**config.mk**
```make
export PLATFORM = sky130hd
export DESIGN_NAME = mc_control_fsm_flat
export DESIGN_NICKNAME = d
export VERILOG_FILES = /design/src/rtl/mc_control_fsm_if.sv /design/src/rtl/mc_control_fsm.sv /design/src/flat_wrapper.sv
export SDC_FILE = /design/constraint.sdc
export NUM_CORES = 1
export LEC_CHECK = 0
export CAP_MARGIN = 0
export CORE_MARGIN = 2
export CORE_UTILIZATION = 50
export CTS_CLUSTER_SIZE = 30
export DETAILED_ROUTE_END_ITERATION = 10
export PLACE_DENSITY = 0.84
export SYNTH_ARGS = -nofsm -noshare
export SYNTH_HDL_FRONTEND = slang
export SYNTH_SLANG_ARGS = --single-unit
```
**constraint.sdc**
```tcl
create_clock -name i_clk -period 3.4 [get_ports i_clk]
set_input_delay 0.68 -clock i_clk [delete_from_list [all_inputs] [get_ports i_clk]]
set_output_delay 0.68 -clock i_clk [all_outputs]
set_load 0.01 [all_outputs]
```
**src/rtl/mc_control_fsm_if.sv**
```systemverilog
// Control-unit bundle between the multicycle datapath and mc_control_fsm.
// Carries IR/flags into the controller and every mux select/enable out of it.
// Optional macro MC_MEM_WAIT_EN adds the mem_ready input from memory.
// Handshake: mem_ready is sampled on posedge clk while a memory strobe
// (mem_rd/mem_wr) is high; the strobe and state hold until mem_ready=1 is seen.
interface mc_control_fsm_if #(
    parameter int IW   = 16,
    parameter int NREG = 8,
    parameter int RAW  = 3
);
    logic [IW-1:0]  ir;
    logic           flag_c;
    logic           flag_z;
`ifdef MC_MEM_WAIT_EN
    logic           mem_ready;
`endif
    logic [3:0]     state;
    logic           ir_we;
    logic           pc_we;
    logic           mem_rd;
    logic           mem_wr;
    logic           rf_we;
    logic [1:0]     rf_wsel;
    logic [1:0]     rf_dsel;
    logic [1:0]     alu_a_sel;
    logic [1:0]     alu_b_sel;
    logic [1:0]     alu_op;
    logic           cz_en;
    logic [RAW-1:0] lmsm_idx;
    logic           illegal;

`ifdef MC_MEM_WAIT_EN
    modport master (
        input  ir, flag_c, flag_z, mem_ready,
        output state, ir_we, pc_we, mem_rd, mem_wr, rf_we, rf_wsel, rf_dsel,
               alu_a_sel, alu_b_sel, alu_op, cz_en, lmsm_idx, illegal
    );
    modport slave (
        output ir, flag_c, flag_z, mem_ready,
        input  state, ir_we, pc_we, mem_rd, mem_wr, rf_we, rf_wsel, rf_dsel,
               alu_a_sel, alu_b_sel, alu_op, cz_en, lmsm_idx, illegal
    );
`else
    modport master (
        input  ir, flag_c, flag_z,
        output state, ir_we, pc_we, mem_rd, mem_wr, rf_we, rf_wsel, rf_dsel,
               alu_a_sel, alu_b_sel, alu_op, cz_en, lmsm_idx, illegal
    );
    modport slave (
        output ir, flag_c, flag_z,
        input  state, ir_we, pc_we, mem_rd, mem_wr, rf_we, rf_wsel, rf_dsel,
               alu_a_sel, alu_b_sel, alu_op, cz_en, lmsm_idx, illegal
    );
`endif
endinterface

```
**src/rtl/mc_control_fsm.sv**
```systemverilog
// Multicycle control unit: state register, IR decode and all datapath selects.
// Supports conditional ADD/NAND, LM/SM register sequencing and an illegal-opcode trap.
// Optional macro MC_MEM_WAIT_EN: memory states wait for mem_ready before advancing.
// Outputs are registered: each cycle the decode of the *next* state/index is loaded,
// so the output registers always reflect the current state (Moore behaviour).
// BEQ takes flag_z, as seen while in DECODE, as its equality indication.
module mc_control_fsm #(
    parameter int IW   = 16,
    parameter int NREG = 8,
    parameter int RAW  = 3
) (
    input  logic             i_clk,
    input  logic             i_reset,
    mc_control_fsm_if.master bus
);
    typedef enum logic [3:0] {
        S_IDLE   = 4'd0,
        S_FETCH  = 4'd1,
        S_DECODE = 4'd2,
        S_EXEC   = 4'd3,
        S_WB     = 4'd4,
        S_ADDR   = 4'd5,
        S_MRD    = 4'd6,
        S_MWR    = 4'd7,
        S_BR     = 4'd8,
        S_LMSM   = 4'd9,
        S_TRAP   = 4'd10
    } state_t;

    localparam logic [3:0] OP_ADD  = 4'b0000;
    localparam logic [3:0] OP_ADI  = 4'b0001;
    localparam logic [3:0] OP_NAND = 4'b0010;
    localparam logic [3:0] OP_LHI  = 4'b0011;
    localparam logic [3:0] OP_LW   = 4'b0100;
    localparam logic [3:0] OP_SW   = 4'b0101;
    localparam logic [3:0] OP_LM   = 4'b0110;
    localparam logic [3:0] OP_SM   = 4'b0111;
    localparam logic [3:0] OP_JAL  = 4'b1000;
    localparam logic [3:0] OP_JLR  = 4'b1001;
    localparam logic [3:0] OP_BEQ  = 4'b1100;

    state_t         r_state;
    logic [RAW-1:0] r_idx;
    logic           r_ir_we, r_pc_we, r_mem_rd, r_mem_wr, r_rf_we, r_cz_en, r_illegal;
    logic [1:0]     r_rf_wsel, r_rf_dsel, r_alu_a_sel, r_alu_b_sel, r_alu_op;

    state_t         w_nxt_state;
    logic [RAW-1:0] w_nxt_idx;
    logic           w_ir_we, w_pc_we, w_mem_rd, w_mem_wr, w_rf_we, w_cz_en, w_illegal;
    logic [1:0]     w_rf_wsel, w_rf_dsel, w_alu_a_sel, w_alu_b_sel, w_alu_op;

    logic [3:0]      w_opcode;
    logic [NREG-1:0] w_mask;
    logic            w_cond_ok;
    logic            w_mem_ok;
    logic            w_last;

    assign w_opcode = bus.ir[IW-1:IW-4];
    assign w_mask   = bus.ir[NREG-1:0];
    assign w_last   = (r_idx == RAW'(NREG - 1));
    // ir[1:0]=10 gates on carry, 01 gates on zero; other codes always execute
    assign w_cond_ok = !((bus.ir[1:0] == 2'b10 && !bus.flag_c) ||
                         (bus.ir[1:0] == 2'b01 && !bus.flag_z));
`ifdef MC_MEM_WAIT_EN
    assign w_mem_ok = bus.mem_ready;
`else
    assign w_mem_ok = 1'b1;
`endif

    // Next state and LM/SM index sequencing
    always_comb begin
        w_nxt_state = r_state;
        w_nxt_idx   = r_idx;
        case (r_state)
            S_IDLE:   w_nxt_state = S_FETCH;
            S_FETCH:  if (w_mem_ok) w_nxt_state = S_DECODE;
            S_DECODE: begin
                case (w_opcode)
                    OP_ADD, OP_NAND: w_nxt_state = w_cond_ok ? S_EXEC : S_FETCH;
                    OP_ADI:          w_nxt_state = S_EXEC;
                    OP_LHI:          w_nxt_state = S_WB;
                    OP_LW, OP_SW:    w_nxt_state = S_ADDR;
                    OP_LM, OP_SM:    w_nxt_state = S_LMSM;
                    OP_BEQ, OP_JAL, OP_JLR: w_nxt_state = S_BR;
                    default:         w_nxt_state = S_TRAP;
                endcase
            end
            S_EXEC:   w_nxt_state = S_WB;
            S_WB:     w_nxt_state = S_FETCH;
            S_ADDR:   w_nxt_state = (w_opcode == OP_SW) ? S_MWR : S_MRD;
            S_MRD:    if (w_mem_ok) w_nxt_state = S_WB;
            S_MWR:    if (w_mem_ok) w_nxt_state = S_FETCH;
            S_BR:     w_nxt_state = S_FETCH;
            S_LMSM: begin
                // clear mask bits never wait; set bits wait for the memory
                if (!w_mask[r_idx] || w_mem_ok) begin
                    if (w_last) begin
                        w_nxt_state = S_FETCH;
                        w_nxt_idx   = '0;
                    end else begin
                        w_nxt_idx   = r_idx + RAW'(1);
                    end
                end
            end
            S_TRAP:   w_nxt_state = S_FETCH;
            default:  begin
                w_nxt_state = S_IDLE;
                w_nxt_idx   = '0;
            end
        endcase
    end

    // Output decode for the state being entered next cycle
    always_comb begin
        w_ir_we = 1'b0; w_pc_we = 1'b0; w_mem_rd = 1'b0; w_mem_wr = 1'b0;
        w_rf_we = 1'b0; w_cz_en = 1'b0; w_illegal = 1'b0;
        w_rf_wsel = 2'd0; w_rf_dsel = 2'd0;
        w_alu_a_sel = 2'd0; w_alu_b_sel = 2'd0; w_alu_op = 2'd0;
        case (w_nxt_state)
            S_FETCH: begin
                w_mem_rd = 1'b1; w_ir_we = 1'b1; w_pc_we = 1'b1;
                w_alu_b_sel = 2'd1;
            end
            S_EXEC: begin
                w_cz_en     = 1'b1;
                w_alu_a_sel = 2'd1;
                w_alu_b_sel = (w_opcode == OP_ADI) ? 2'd2 : 2'd0;
                w_alu_op    = (w_opcode == OP_NAND) ? 2'd1 : 2'd0;
            end
            S_WB: begin
                w_rf_we = 1'b1;
                if (w_opcode == OP_ADD || w_opcode == OP_NAND) w_rf_wsel = 2'd2;
                else if (w_opcode == OP_ADI)                   w_rf_wsel = 2'd1;
                if (w_opcode == OP_LHI)     w_rf_dsel = 2'd2;
                else if (w_opcode == OP_LW) w_rf_dsel = 2'd1;
            end
            S_ADDR: begin
                w_alu_a_sel = 2'd1; w_alu_b_sel = 2'd2;
            end
            S_MRD: w_mem_rd = 1'b1;
            S_MWR: w_mem_wr = 1'b1;
            S_BR: begin
                if (w_opcode == OP_BEQ) begin
                    w_alu_a_sel = 2'd1; w_alu_op = 2'd2;
                    w_pc_we     = bus.flag_z;
                end else begin
                    w_pc_we = 1'b1; w_rf_we = 1'b1; w_rf_dsel = 2'd3;
                    if (w_opcode == OP_JAL) w_alu_b_sel = 2'd3;
                end
            end
            S_LMSM: begin
                if (w_mask[w_nxt_idx]) begin
                    // T1 <- T1 + 1 alongside each transfer
                    w_alu_a_sel = 2'd2; w_alu_b_sel = 2'd1;
                    if (w_opcode == OP_LM) begin
                        w_mem_rd = 1'b1; w_rf_we = 1'b1;
                        w_rf_wsel = 2'd3; w_rf_dsel = 2'd1;
                    end else begin
                        w_mem_wr = 1'b1;
                    end
                end
            end
            S_TRAP:  w_illegal = 1'b1;
            default: ;
        endcase
    end

    // State, index and registered outputs
    always_ff @(posedge i_clk) begin
        if (i_reset) begin
            r_state <= S_IDLE; r_idx <= '0;
            r_ir_we <= 1'b0; r_pc_we <= 1'b0; r_mem_rd <= 1'b0; r_mem_wr <= 1'b0;
            r_rf_we <= 1'b0; r_cz_en <= 1'b0; r_illegal <= 1'b0;
            r_rf_wsel <= 2'd0; r_rf_dsel <= 2'd0;
            r_alu_a_sel <= 2'd0; r_alu_b_sel <= 2'd0; r_alu_op <= 2'd0;
        end else begin
            r_state <= w_nxt_state; r_idx <= w_nxt_idx;
            r_ir_we <= w_ir_we; r_pc_we <= w_pc_we; r_mem_rd <= w_mem_rd; r_mem_wr <= w_mem_wr;
            r_rf_we <= w_rf_we; r_cz_en <= w_cz_en; r_illegal <= w_illegal;
            r_rf_wsel <= w_rf_wsel; r_rf_dsel <= w_rf_dsel;
            r_alu_a_sel <= w_alu_a_sel; r_alu_b_sel <= w_alu_b_sel; r_alu_op <= w_alu_op;
        end
    end

    assign bus.state     = r_state;
    assign bus.lmsm_idx  = r_idx;
    assign bus.ir_we     = r_ir_we;
    assign bus.pc_we     = r_pc_we;
    assign bus.mem_rd    = r_mem_rd;
    assign bus.mem_wr    = r_mem_wr;
    assign bus.rf_we     = r_rf_we;
    assign bus.rf_wsel   = r_rf_wsel;
    assign bus.rf_dsel   = r_rf_dsel;
    assign bus.alu_a_sel = r_alu_a_sel;
    assign bus.alu_b_sel = r_alu_b_sel;
    assign bus.alu_op    = r_alu_op;
    assign bus.cz_en     = r_cz_en;
    assign bus.illegal   = r_illegal;
endmodule

```
**src/flat_wrapper.sv**
```systemverilog
// flat-port wrapper written by rule: the top's interface ports become plain ports
module mc_control_fsm_flat 
#(
    parameter int IW   = 16,
    parameter int NREG = 8,
    parameter int RAW  = 3
)
  (i_clk, i_reset, bus_ir, bus_flag_c, bus_flag_z, bus_state, bus_ir_we, bus_pc_we, bus_mem_rd, bus_mem_wr, bus_rf_we, bus_rf_wsel, bus_rf_dsel, bus_alu_a_sel, bus_alu_b_sel, bus_alu_op, bus_cz_en, bus_lmsm_idx, bus_illegal);
  mc_control_fsm_if #(.IW(IW), .NREG(NREG), .RAW(RAW)) bus_i ();
  input  logic i_clk;
  input  logic i_reset;
  input wire logic [$bits(bus_i.ir)-1:0] bus_ir;
  input wire logic [$bits(bus_i.flag_c)-1:0] bus_flag_c;
  input wire logic [$bits(bus_i.flag_z)-1:0] bus_flag_z;
  output wire logic [$bits(bus_i.state)-1:0] bus_state;
  output wire logic [$bits(bus_i.ir_we)-1:0] bus_ir_we;
  output wire logic [$bits(bus_i.pc_we)-1:0] bus_pc_we;
  output wire logic [$bits(bus_i.mem_rd)-1:0] bus_mem_rd;
  output wire logic [$bits(bus_i.mem_wr)-1:0] bus_mem_wr;
  output wire logic [$bits(bus_i.rf_we)-1:0] bus_rf_we;
  output wire logic [$bits(bus_i.rf_wsel)-1:0] bus_rf_wsel;
  output wire logic [$bits(bus_i.rf_dsel)-1:0] bus_rf_dsel;
  output wire logic [$bits(bus_i.alu_a_sel)-1:0] bus_alu_a_sel;
  output wire logic [$bits(bus_i.alu_b_sel)-1:0] bus_alu_b_sel;
  output wire logic [$bits(bus_i.alu_op)-1:0] bus_alu_op;
  output wire logic [$bits(bus_i.cz_en)-1:0] bus_cz_en;
  output wire logic [$bits(bus_i.lmsm_idx)-1:0] bus_lmsm_idx;
  output wire logic [$bits(bus_i.illegal)-1:0] bus_illegal;
  assign bus_i.ir = bus_ir;
  assign bus_i.flag_c = bus_flag_c;
  assign bus_i.flag_z = bus_flag_z;
  assign bus_state = bus_i.state;
  assign bus_ir_we = bus_i.ir_we;
  assign bus_pc_we = bus_i.pc_we;
  assign bus_mem_rd = bus_i.mem_rd;
  assign bus_mem_wr = bus_i.mem_wr;
  assign bus_rf_we = bus_i.rf_we;
  assign bus_rf_wsel = bus_i.rf_wsel;
  assign bus_rf_dsel = bus_i.rf_dsel;
  assign bus_alu_a_sel = bus_i.alu_a_sel;
  assign bus_alu_b_sel = bus_i.alu_b_sel;
  assign bus_alu_op = bus_i.alu_op;
  assign bus_cz_en = bus_i.cz_en;
  assign bus_lmsm_idx = bus_i.lmsm_idx;
  assign bus_illegal = bus_i.illegal;
  mc_control_fsm #(.IW(IW), .NREG(NREG), .RAW(RAW)) u_core (.i_clk(i_clk), .i_reset(i_reset), .bus(bus_i));
endmodule
```
==> impl_metrics.json <==
{
  "status": "finished clean",
  "synth_most_common_cell": "dfxtp_1",
  "io_buffers": 39,
  "cts_tree": "yes",
  "rows": 19,
  "syn_avg_cell_area_um2": 9.30,
  "fin_setup_tns_ns": 0,
  "rsz0062_at_grt": "no",
  "place_congestion": 0.988,
  "hold_viol": 0,
  "grt_max_degree": 19,
  "syn_nets": 181,
  "synthToLayoutAreaGrowth_pct": 27.2,
  "busiest_layer": "met2",
  "via_per_inst": 6.02,
  "start_util_pct": 53.2,
  "first_global_vias": 1315,
  "slew_headroom_pct": 50.7,
  "maxSlewViolCount": 0,
  "grt_pass1_wl_um": 6120,
  "leakage_nw": 0.694,
  "switching_share_pct": 28.1,
  "wl_per_cell_um": 16.5,
  "netSwitchingPower_mw": 0.193,
  "ios": 44,
  "wirelength_um": 3690,
  "pwr-share-clk_pct": 31.0,
  "cts_setup_buffers": 0,
  "synthCells": 159,
  "drc_errors": 0,
  "drive_gt1_share_pct": 18.8,
  "power_per_cell_area_nw_per_um2": 366,
  "cap_violations": 0,
  "period_minus_slack_ns": 2.74,
  "ant_nets": 0,
  "min_path_type": "flop to flop",
  "synth_area_leaders": "dfxtp_1, nor2_1, buf_6",
  "max_clock_freq_mhz": 366,
  "finalCritPeriodShare_pct": 80.5,
  "end_kind": "flop",
  "finalPower_mw": 0.688,
  "dieArea_um2": 3410,
  "place_hpwl_um": 2740,
  "async_flop_share_pct": 0,
  "ys_ff_latch": 24,
  "ys_seq_area_share_pct": 32.5,
  "antenna_found_initial": 0,
  "intPower_mw": 0.495,
  "vias": 1342,
  "synth_edf_count": 0,
  "h-tree-depth": 1,
  "yosys.area.top_type": "dfxtp_1",
  "critPathMaxFanout": 13,
  "core_area_um2": 2780,
  "worstSkewPairLatency_ns": 0.33,
  "use_met1_pct": 28.7,
  "clock_sinks": 24,
  "p_seq_share_pct": 44.7,
  "yosys-top-cells-count": "dfxtp_1, nor2_1, nand2_1, a21oi_1",
  "dieHeight_um": 58.4,
  "required_ns": 3.64,
  "clk_pin_slew_ns": 0.14,
  "critPathKind": "input pin to flop",
  "cts_buffer_depth": 2,
  "finClkSkew_ns": 0.00115,
  "ctsHoldBuffers": 0,
  "synth_top_cell_area_share_pct": 32.5,
  "overflow": 0,
  "diodes": 0,
  "first_iter_violations": 41,
  "use_met2_pct": 40.1,
  "clockRootBuffer": "clkbuf_4",
  "grt_use_total_pct": 23.4,
  "synth_warnings": 0,
  "grt.met3_usage_pct": 3.96,
  "final_nets": 215,
  "synth_ff_type": "dfxtp_1",
  "worst_ir_drop_vdd_mv": 0.363,
  "first_pass_iters": 5,
  "dieWidth_um": 58.4,
  "cts_buffers": 3,
  "setup.worst_path.start_class": "input pin",
  "ys_types": 61,
  "worstPathArrival_ns": 2.97,
  "synth_area_um2": 1480,
  "final-setup-viol-count": 0,
  "cts.repair.resized": 0,
  "pwr-share-comb_pct": 24.2,
  "worst_pin_slew_ns": 0.739
}
-- kinds of logic (layout without fill, tap and decap cells) --
logic type	Yosys count	count (layout)	synth area share, %
flip-flops	24	24	32.5
XOR/XNOR	1	1	0.592
multiplexers	3	3	2.03
AO/OA/AOI/OAI	45	45	27.1
adder cells (fa/ha/maj)	2	2	1.69
AND/OR/NAND/NOR	65	65	27.5
buffers and inverters	19	52	8.63
-- worst max-delay path: stages --
cell and delay, ns:
clkdlybuf4s50_1 0.74, nor4b_1 0.12, buf_4 0.17, a211oi_1 0.29, a21bo_2 0.38, nand2b_1 0.21
a2111oi_2 0.38
-- cell type report --
cell class              instances  area (µm²)
clock buffers                   3        22.5
clock inverters                 1        30.0
fillers                       245         900
inverters                       5        18.8
multi-input cells             116         871
flip-flops and latches         24         480
well taps                      31        38.8
repair buffers                 43         420
-- cells in the final DEF (no fill, tap or decap), drive strengths merged, types with 2 or more instances in the layout --
cell type      instances
clkdlybuf4s50         39
dfxtp                 24
nor2                  18
nand2                 12
a21oi                 10
nor3                   6
nand3                  5
inv                    5
or3b                   5
buf                    4
o21ai                  4
mux2i                  3
a21o                   3
and3                   3
clkbuf                 3
a22oi                  3
or3                    3
o21bai                 3
nand2b                 2
o221a                  2
nand4b                 2
a221oi                 2
nand4                  2
o32ai                  2
ha                     2
nor3b                  2
a211oi                 2
-- sequential cells by signal (all words and copies together), names as in the netlist, 2 cells and up --
signal,cells
u_core.bus.alu_a_sel,2
u_core.bus.rf_dsel,2
u_core.bus.alu_op,2
u_core.bus.state,4
u_core.bus.alu_b_sel,2
u_core.bus.lmsm_idx,3
u_core.bus.rf_wsel,2
-- path summary, 6_finish.rpt --
| kind | start | end | slack [ns] | depth (start not counted) |
|---|---|---|---|---|
| min reg2reg | u_core.bus.lmsm_idx[1]$_SDFF_PP0_ | u_core.bus.lmsm_idx[1]$_SDFF_PP0_ | 0.70 | 3 |
| max reg2reg | u_core.bus.lmsm_idx[0]$_SDFF_PP0_ | u_core.bus.alu_b_sel[0]$_SDFF_PP0_ | 1.05 | 8 |
| max | bus_ir[15] | u_core.bus.rf_dsel[1]$_SDFF_PP0_ | 0.66 | 7 |
| min | u_core.bus.lmsm_idx[1]$_SDFF_PP0_ | u_core.bus.lmsm_idx[1]$_SDFF_PP0_ | 0.70 | 3 |
-- power groups by stage --
stage,registers (mW),logic (mW),clock network (mW)
floorplan,0.314,0.107,0
global placement,0.313,0.163,0
detailed placement,0.314,0.165,0
CTS,0.308,0.166,0.214
global route,0.309,0.179,0.224
finish,0.308,0.167,0.213
-- metrics by stage --
step                      setup WS [ns]  cells  area (µm²)  utilization, %  hold WS [ns]
after global placement            0.427    219        1830            65.8         0.653
after detailed placement          0.358    219        1830            65.8         0.678
after global routing              0.552    223        1880            67.7         0.754
after floorplan                    1.21    159        1480               -         0.665
final                             0.664    223        1880            67.7         0.699
after CTS                         0.690    223        1880            67.7         0.706
-- routing by layer --
metal / up-vias / share of wire, %
li1: 653 / -
met1: 618 / 43
met2: 66 / 49
met3: 5 / 6.7
met4: 0 / 1.4
met5: - / 0
Note: power is estimated with default switching activity, not from simulation.
==> variant 1, RTL diff (same flow settings) <==
`NREG` is set to 8 in 3 places; all go to 4.
--- a/src/rtl/mc_control_fsm_if.sv
+++ b/src/rtl/mc_control_fsm_if.sv
@@ -5,7 +5,7 @@
 // (mem_rd/mem_wr) is high; the strobe and state hold until mem_ready=1 is seen.
 interface mc_control_fsm_if #(
     parameter int IW   = 16,
-    parameter int NREG = 8,
+    parameter int NREG = 4,
     parameter int RAW  = 3
 );
     logic [IW-1:0]  ir;
--- a/src/rtl/mc_control_fsm.sv
+++ b/src/rtl/mc_control_fsm.sv
@@ -6,7 +6,7 @@
 // BEQ takes flag_z, as seen while in DECODE, as its equality indication.
 module mc_control_fsm #(
     parameter int IW   = 16,
-    parameter int NREG = 8,
+    parameter int NREG = 4,
     parameter int RAW  = 3
 ) (
     input  logic             i_clk,
--- a/src/flat_wrapper.sv
+++ b/src/flat_wrapper.sv
@@ -2,7 +2,7 @@
 module mc_control_fsm_flat 
 #(
     parameter int IW   = 16,
-    parameter int NREG = 8,
+    parameter int NREG = 4,
     parameter int RAW  = 3
 )
   (i_clk, i_reset, bus_ir, bus_flag_c, bus_flag_z, bus_state, bus_ir_we, bus_pc_we, bus_mem_rd, bus_mem_wr, bus_rf_we, bus_rf_wsel, bus_rf_dsel, bus_alu_a_sel, bus_alu_b_sel, bus_alu_op, bus_cz_en, bus_lmsm_idx, bus_illegal);
Check against the original RTL: not equivalent (a bounded check fails within 10 cycles, from zero or initial values and one cycle with i_reset high).
==> variant 1 against the original RTL <==
Maximum frequency is 3.3% lower. Count of clock-buffer cells in the layout is 1 higher. First-iteration DRC count is 20% lower. Worst setup slack worse by 0.094 ns. Synthesized area is 13% lower. Total power is 5.7% lower. Sequential share of layout area is 3.1 points higher. Sequential cell count stayed put. Sequential power is 2% higher. Largest power group unchanged. Routed wire length is 10% lower. Design area is 11% lower. Critical path type unchanged. Non-clock buffer count is 4 lower.
==> variant 1: results (changes against the original RTL) <==
| Metric | Value |
|---|---|
| Drt first-iter violations | 33 (was 41) |
| First-pass GRT wire length | 5.13 mm (was 6.12 mm) |
| Compound-Gate Fraction of Synth Area | 22.7% (was 27.1%) |
| Crit path DAT | 3.09 ns (was 2.97 ns) |
| Routed WL | 3.32 mm (was 3.69 mm) |
| Setup WS pre-CTS | 0.272 ns (was 0.358 ns) |
| Rel. slew slack | 55.7% (was 50.7%) |
| Mux contribution to synthesized area | 0.877% (was 2.03%) |
| GR Util met3 | 4.92% (was 3.96%) |
| CP Max Fanout | 11 (was 13) |
| Share of cells above drive strength 1 | 10.3% (was 18.8%) |
| Leakage Power | 0.613 nW (was 0.694 nW) |
| Worst Clk Skew | 0.00555 ns (was 0.00115 ns) |
| Delay-heaviest family, CP | simple AND/OR/NAND/NOR gates (was compound AO/OA/AOI/OAI gates) |
| Largest cells by area after synthesis | dfxtp_1, nor2_1, a21oi_1 (was dfxtp_1, nor2_1, buf_6) |
| Drt pass-1 iters | 4 (was 5) |
| Count of input and output buffers | 35 (was 39) |
| DP HPWL | 2.48 mm (was 2.74 mm) |
| Vias in the first global route | 1094 (was 1315) |
| Final nets | 206 (was 215) |
| GR met2 Demand/Resource | 39.9% (was 40.1%) |
| Sequential area share after synthesis | 37.4% (was 32.5%) |
| XOR/XNOR Fraction of Synth Area | 0% (was 0.592%) |
| Status | completed (unchanged) |
| Slowest Stage Delay on Critical Path | 0.58 ns (was 0.74 ns) |
| Achievable Freq | 0.353 GHz (was 0.366 GHz) |
| Hold_sp | u_core.bus.lmsm_idx[2]$_SDFFE_PP0P_ (was u_core.bus.lmsm_idx[1]$_SDFF_PP0_) |
| Cell depth of the worst hold path | 1 (was 3) |
[variant 1: changes by cell type in the layout (fill, tap and decap cells not counted), moves of 4 or more]
cell and delta:
nand2_1 -6, o21ai_0 +6, a31oi_1 +5, clkdlybuf4s50_1 -4, nand2b_1 +4
[variant 1: cell families (layout without fill, tap and decap cells)]
kind of cell,Yosys count,count (layout)
compound gates,42,42
fa+ha+maj,1,1
buf+inv,14,48
flops,24,24
mux,1,1
simple gates,68,68
[variant 1: power breakdown]
part	total (mW)	switching, mW	internal (mW)	leakage [nW]
clock network	0.152	0.0868	0.0656	0.0210
registers	0.314	0.0155	0.298	0.195
logic	0.183	0.0938	0.0888	0.397
total	0.649	0.196	0.453	0.613
[variant 1: stage by stage]
stage	utilization, %	cell area, sq um	total power, mW	instances	hold WS [ns]
CTS	68.3	1680	0.646	214	0.502
global route	68.3	1680	0.676	214	0.521
detailed placement	66.9	1640	0.498	210	0.484
global placement	66.9	1640	0.491	210	0.477
finish	68.3	1680	0.649	214	0.499
floorplan	-	1280	0.427	150	0.506
[variant 1: area by class of cell]
| cell class | instances | area, sq um |
|---|---|---|
| clock buffer | 4 | 36.3 |
| tap | 30 | 37.5 |
| multi-input combinational | 112 | 724 |
| timing repair buffer | 39 | 380 |
| inverter | 5 | 18.8 |
| sequential | 24 | 480 |
| fill | 219 | 777 |
[variant 1: worst reg2reg max path, cell delays in order (launching register included)]
cell      delay [ns]
dfxtp_1         0.57
nor4bb_1        0.66
a22o_1          0.37
nand2_1         0.09
nor2_1          0.26
nand3b_1        0.24
a21oi_1         0.20
[variant 1: layer usage]
layer	share of wire (%)	vias up
met5	0	-
met4	1.6	0
li1	-	619
met2	48	60
met3	7.2	10
met1	43	605
==> variant 2, RTL diff (same settings) <==
Without the edit above. Reset style: asynchronous (`i_reset`), changed in one clocked block.
--- a/src/rtl/mc_control_fsm.sv
+++ b/src/rtl/mc_control_fsm.sv
@@ -166,7 +166,7 @@
     end
 
     // State, index and registered outputs
-    always_ff @(posedge i_clk) begin
+    always_ff @(posedge i_clk or posedge i_reset) begin
         if (i_reset) begin
             r_state <= S_IDLE; r_idx <= '0;
             r_ir_we <= 1'b0; r_pc_we <= 1'b0; r_mem_rd <= 1'b0; r_mem_wr <= 1'b0;
Function: differs if i_reset is asserted again (counterexample within 4 cycles, from zero or initial values and one cycle with i_reset high); with i_reset held inactive, the same outputs for 10 cycles.
==> variant 2 against the original RTL <==
Synthesized area decreased by 5.1%. Utilization decreased by 0.71 points. Sequential cell count unchanged. Final cell count fell by 8.1%. Routed wire length is 7.8% lower. Worst setup slack better by 0.0039 ns. Design area down 3.6%.
Power is not compared: it rests on default switching activity, and its combinational part moved more than twofold at a synthesized area within 25%.
==> variant 2: results (changes against the original RTL) <==
| Metric | Value |
|---|---|
| Maximum VDD drop | 0.555 mV |
| Worst r2r src | u_core.bus.lmsm_idx[0]$_DFF_PP0_ (was u_core.bus.lmsm_idx[0]$_SDFF_PP0_) |
| DP HPWL | 2.51 mm (was 2.74 mm) |
| Largest cells by area after synthesis | dfrtp_1, buf_6, inv_1 (was dfxtp_1, nor2_1, buf_6) |
| Placed inst area | 1780 sq um (was 1830 sq um) |
| Final nets | 197 (was 215) |
| Share of cells above drive strength 1 | 13.2% (was 18.8%) |
| Max reg flops | 4 (unchanged) |
| Total CTS buffers | 3 (unchanged) |
| Status | completed (unchanged) |
| # fillers | 231 (was 245) |
| Gp weighted congestion | 0.904 (was 0.988) |
| Post-synth cell types | 51 (was 61) |
| Cell depth of the worst hold path | 2 (was 3) |
| Drt pass-1 iters | 4 (was 5) |
| Async S/R FF share, synth | 100% (was 0%) |
| Delay-heaviest family, CP | simple AND/OR/NAND/NOR gates (was compound AO/OA/AOI/OAI gates) |
| Slowest Stage Delay on Critical Path | 0.71 ns (was 0.74 ns) |
| Net Count, Synth | 159 (was 181) |
| Via count | 1269 (was 1342) |
| Hold_sp | u_core.bus.lmsm_idx[1]$_DFF_PP0_ (was u_core.bus.lmsm_idx[1]$_SDFF_PP0_) |
| First-pass GRT wire length | 5.56 mm (was 6.12 mm) |
| Commonest cells post-synth | dfrtp_1, inv_1, nor2_1 (was dfxtp_1, nor2_1, nand2_1) |
| Overall global routing resource usage | 21.9% (was 23.4%) |
| Worst Clk Skew | 0.00586 ns (was 0.00115 ns) |
| Worst Setup SP | bus_ir[14] (was bus_ir[15]) |
| Drt first-iter violations | 35 (was 41) |
| Vias in the first global route | 1235 (was 1315) |
| Crit path DAT | 3.01 ns (was 2.97 ns) |
| Pin count of the biggest net entering global routing | 25 (was 19) |
| Wire per inst | 16.6 microns (was 16.5 microns) |
| CP Max Fanout | 12 (was 13) |
| Rel. slew slack | 38.1% (was 50.7%) |
variant 2: cell types whose count changed in the layout (fill, tap and decap cells not counted), moves of 3 or more:
cell	change
a21oi_1	-4
dfrtp_1	+24
buf_4	-3
dfxtp_1	-24
mux2i_1	-3
a221oi_1	+4
o21ai_2	-3
o21ai_0	+6
nor2_1	-5
inv_1	+7
nand2_1	-7
a2111oi_0	+4
a21o_1	-3
variant 2: area by class of cell:
cell class | instances | area [sq um] | area share (%)
Multi-Input combinational cell | 93 | 692 | 38.1
Sequential cell | 24 | 601 | 33.1
Timing Repair Buffer | 40 | 398 | 21.9
Inverter | 13 | 48.8 | 2.69
Tap cell | 31 | 38.8 | 2.14
Clock buffer | 4 | 36.3 | 2.00
variant 2: kinds of logic (layout without fill, tap and decap cells):
logic type / count (synthesis) / in the layout / share of synthesized area, %
simple gates: 52 / 52 / 24.8
buf+inv: 20 / 57 / 7.93
compound gates: 38 / 38 / 21.9
mux: 1 / 1 / 0.802
flops: 24 / 24 / 42.8
fa+ha+maj: 2 / 2 / 1.78
variant 2: power groups by stage:
stage               Combinational (mW)  Sequential (mW)  Clock, mW
finish                           0.843            0.472      0.158
global route                     0.909            0.489      0.169
CTS                              0.834            0.471      0.159
detailed placement               0.824            0.477          0
global placement                 0.794            0.469          0
floorplan                        0.535            0.471          0
variant 2: through the flow:
stage | worst slack [ns] | cells
after floorplan | 1.16 | 137
after global placement | 0.427 | 201
after detailed placement | 0.367 | 201
after CTS | 0.697 | 205
after global routing | 0.554 | 205
final | 0.668 | 205
variant 2: path summary, 6_finish.rpt:
kind | to | slack, ns
max reg2reg | u_core.bus.mem_wr$_DFF_PP0_ | 0.73
min in group asynchronous | u_core.bus.illegal$_DFF_PP0_ | 0.84
max in group asynchronous | u_core.bus.lmsm_idx[2]$_DFF_PP0_ | 2.00
min | u_core.bus.lmsm_idx[1]$_DFF_PP0_ | 0.66
max | u_core.bus.alu_op[0]$_DFF_PP0_ | 0.67
min reg2reg | u_core.bus.lmsm_idx[1]$_DFF_PP0_ | 0.66
variant 2: layer usage:
layer,wire length [microns],GRT usage [%],up-vias
li1,-,-,585
met1,1400,27.5,614
met2,1730,38.3,61
met3,211,3.17,9
met4,63,7.97,0
met5,0,0,-
variant 2: worst register-to-register path: stages, from the launching register on:
cell and delay [ns]:
dfrtp_1 0.44, ha_1 0.21, ha_1 0.27, nand4b_1 0.21, a221oi_1 0.39, a2111oi_0 0.13, nor4_1 0.58, nand3_1 0.21
o21bai_1 0.18
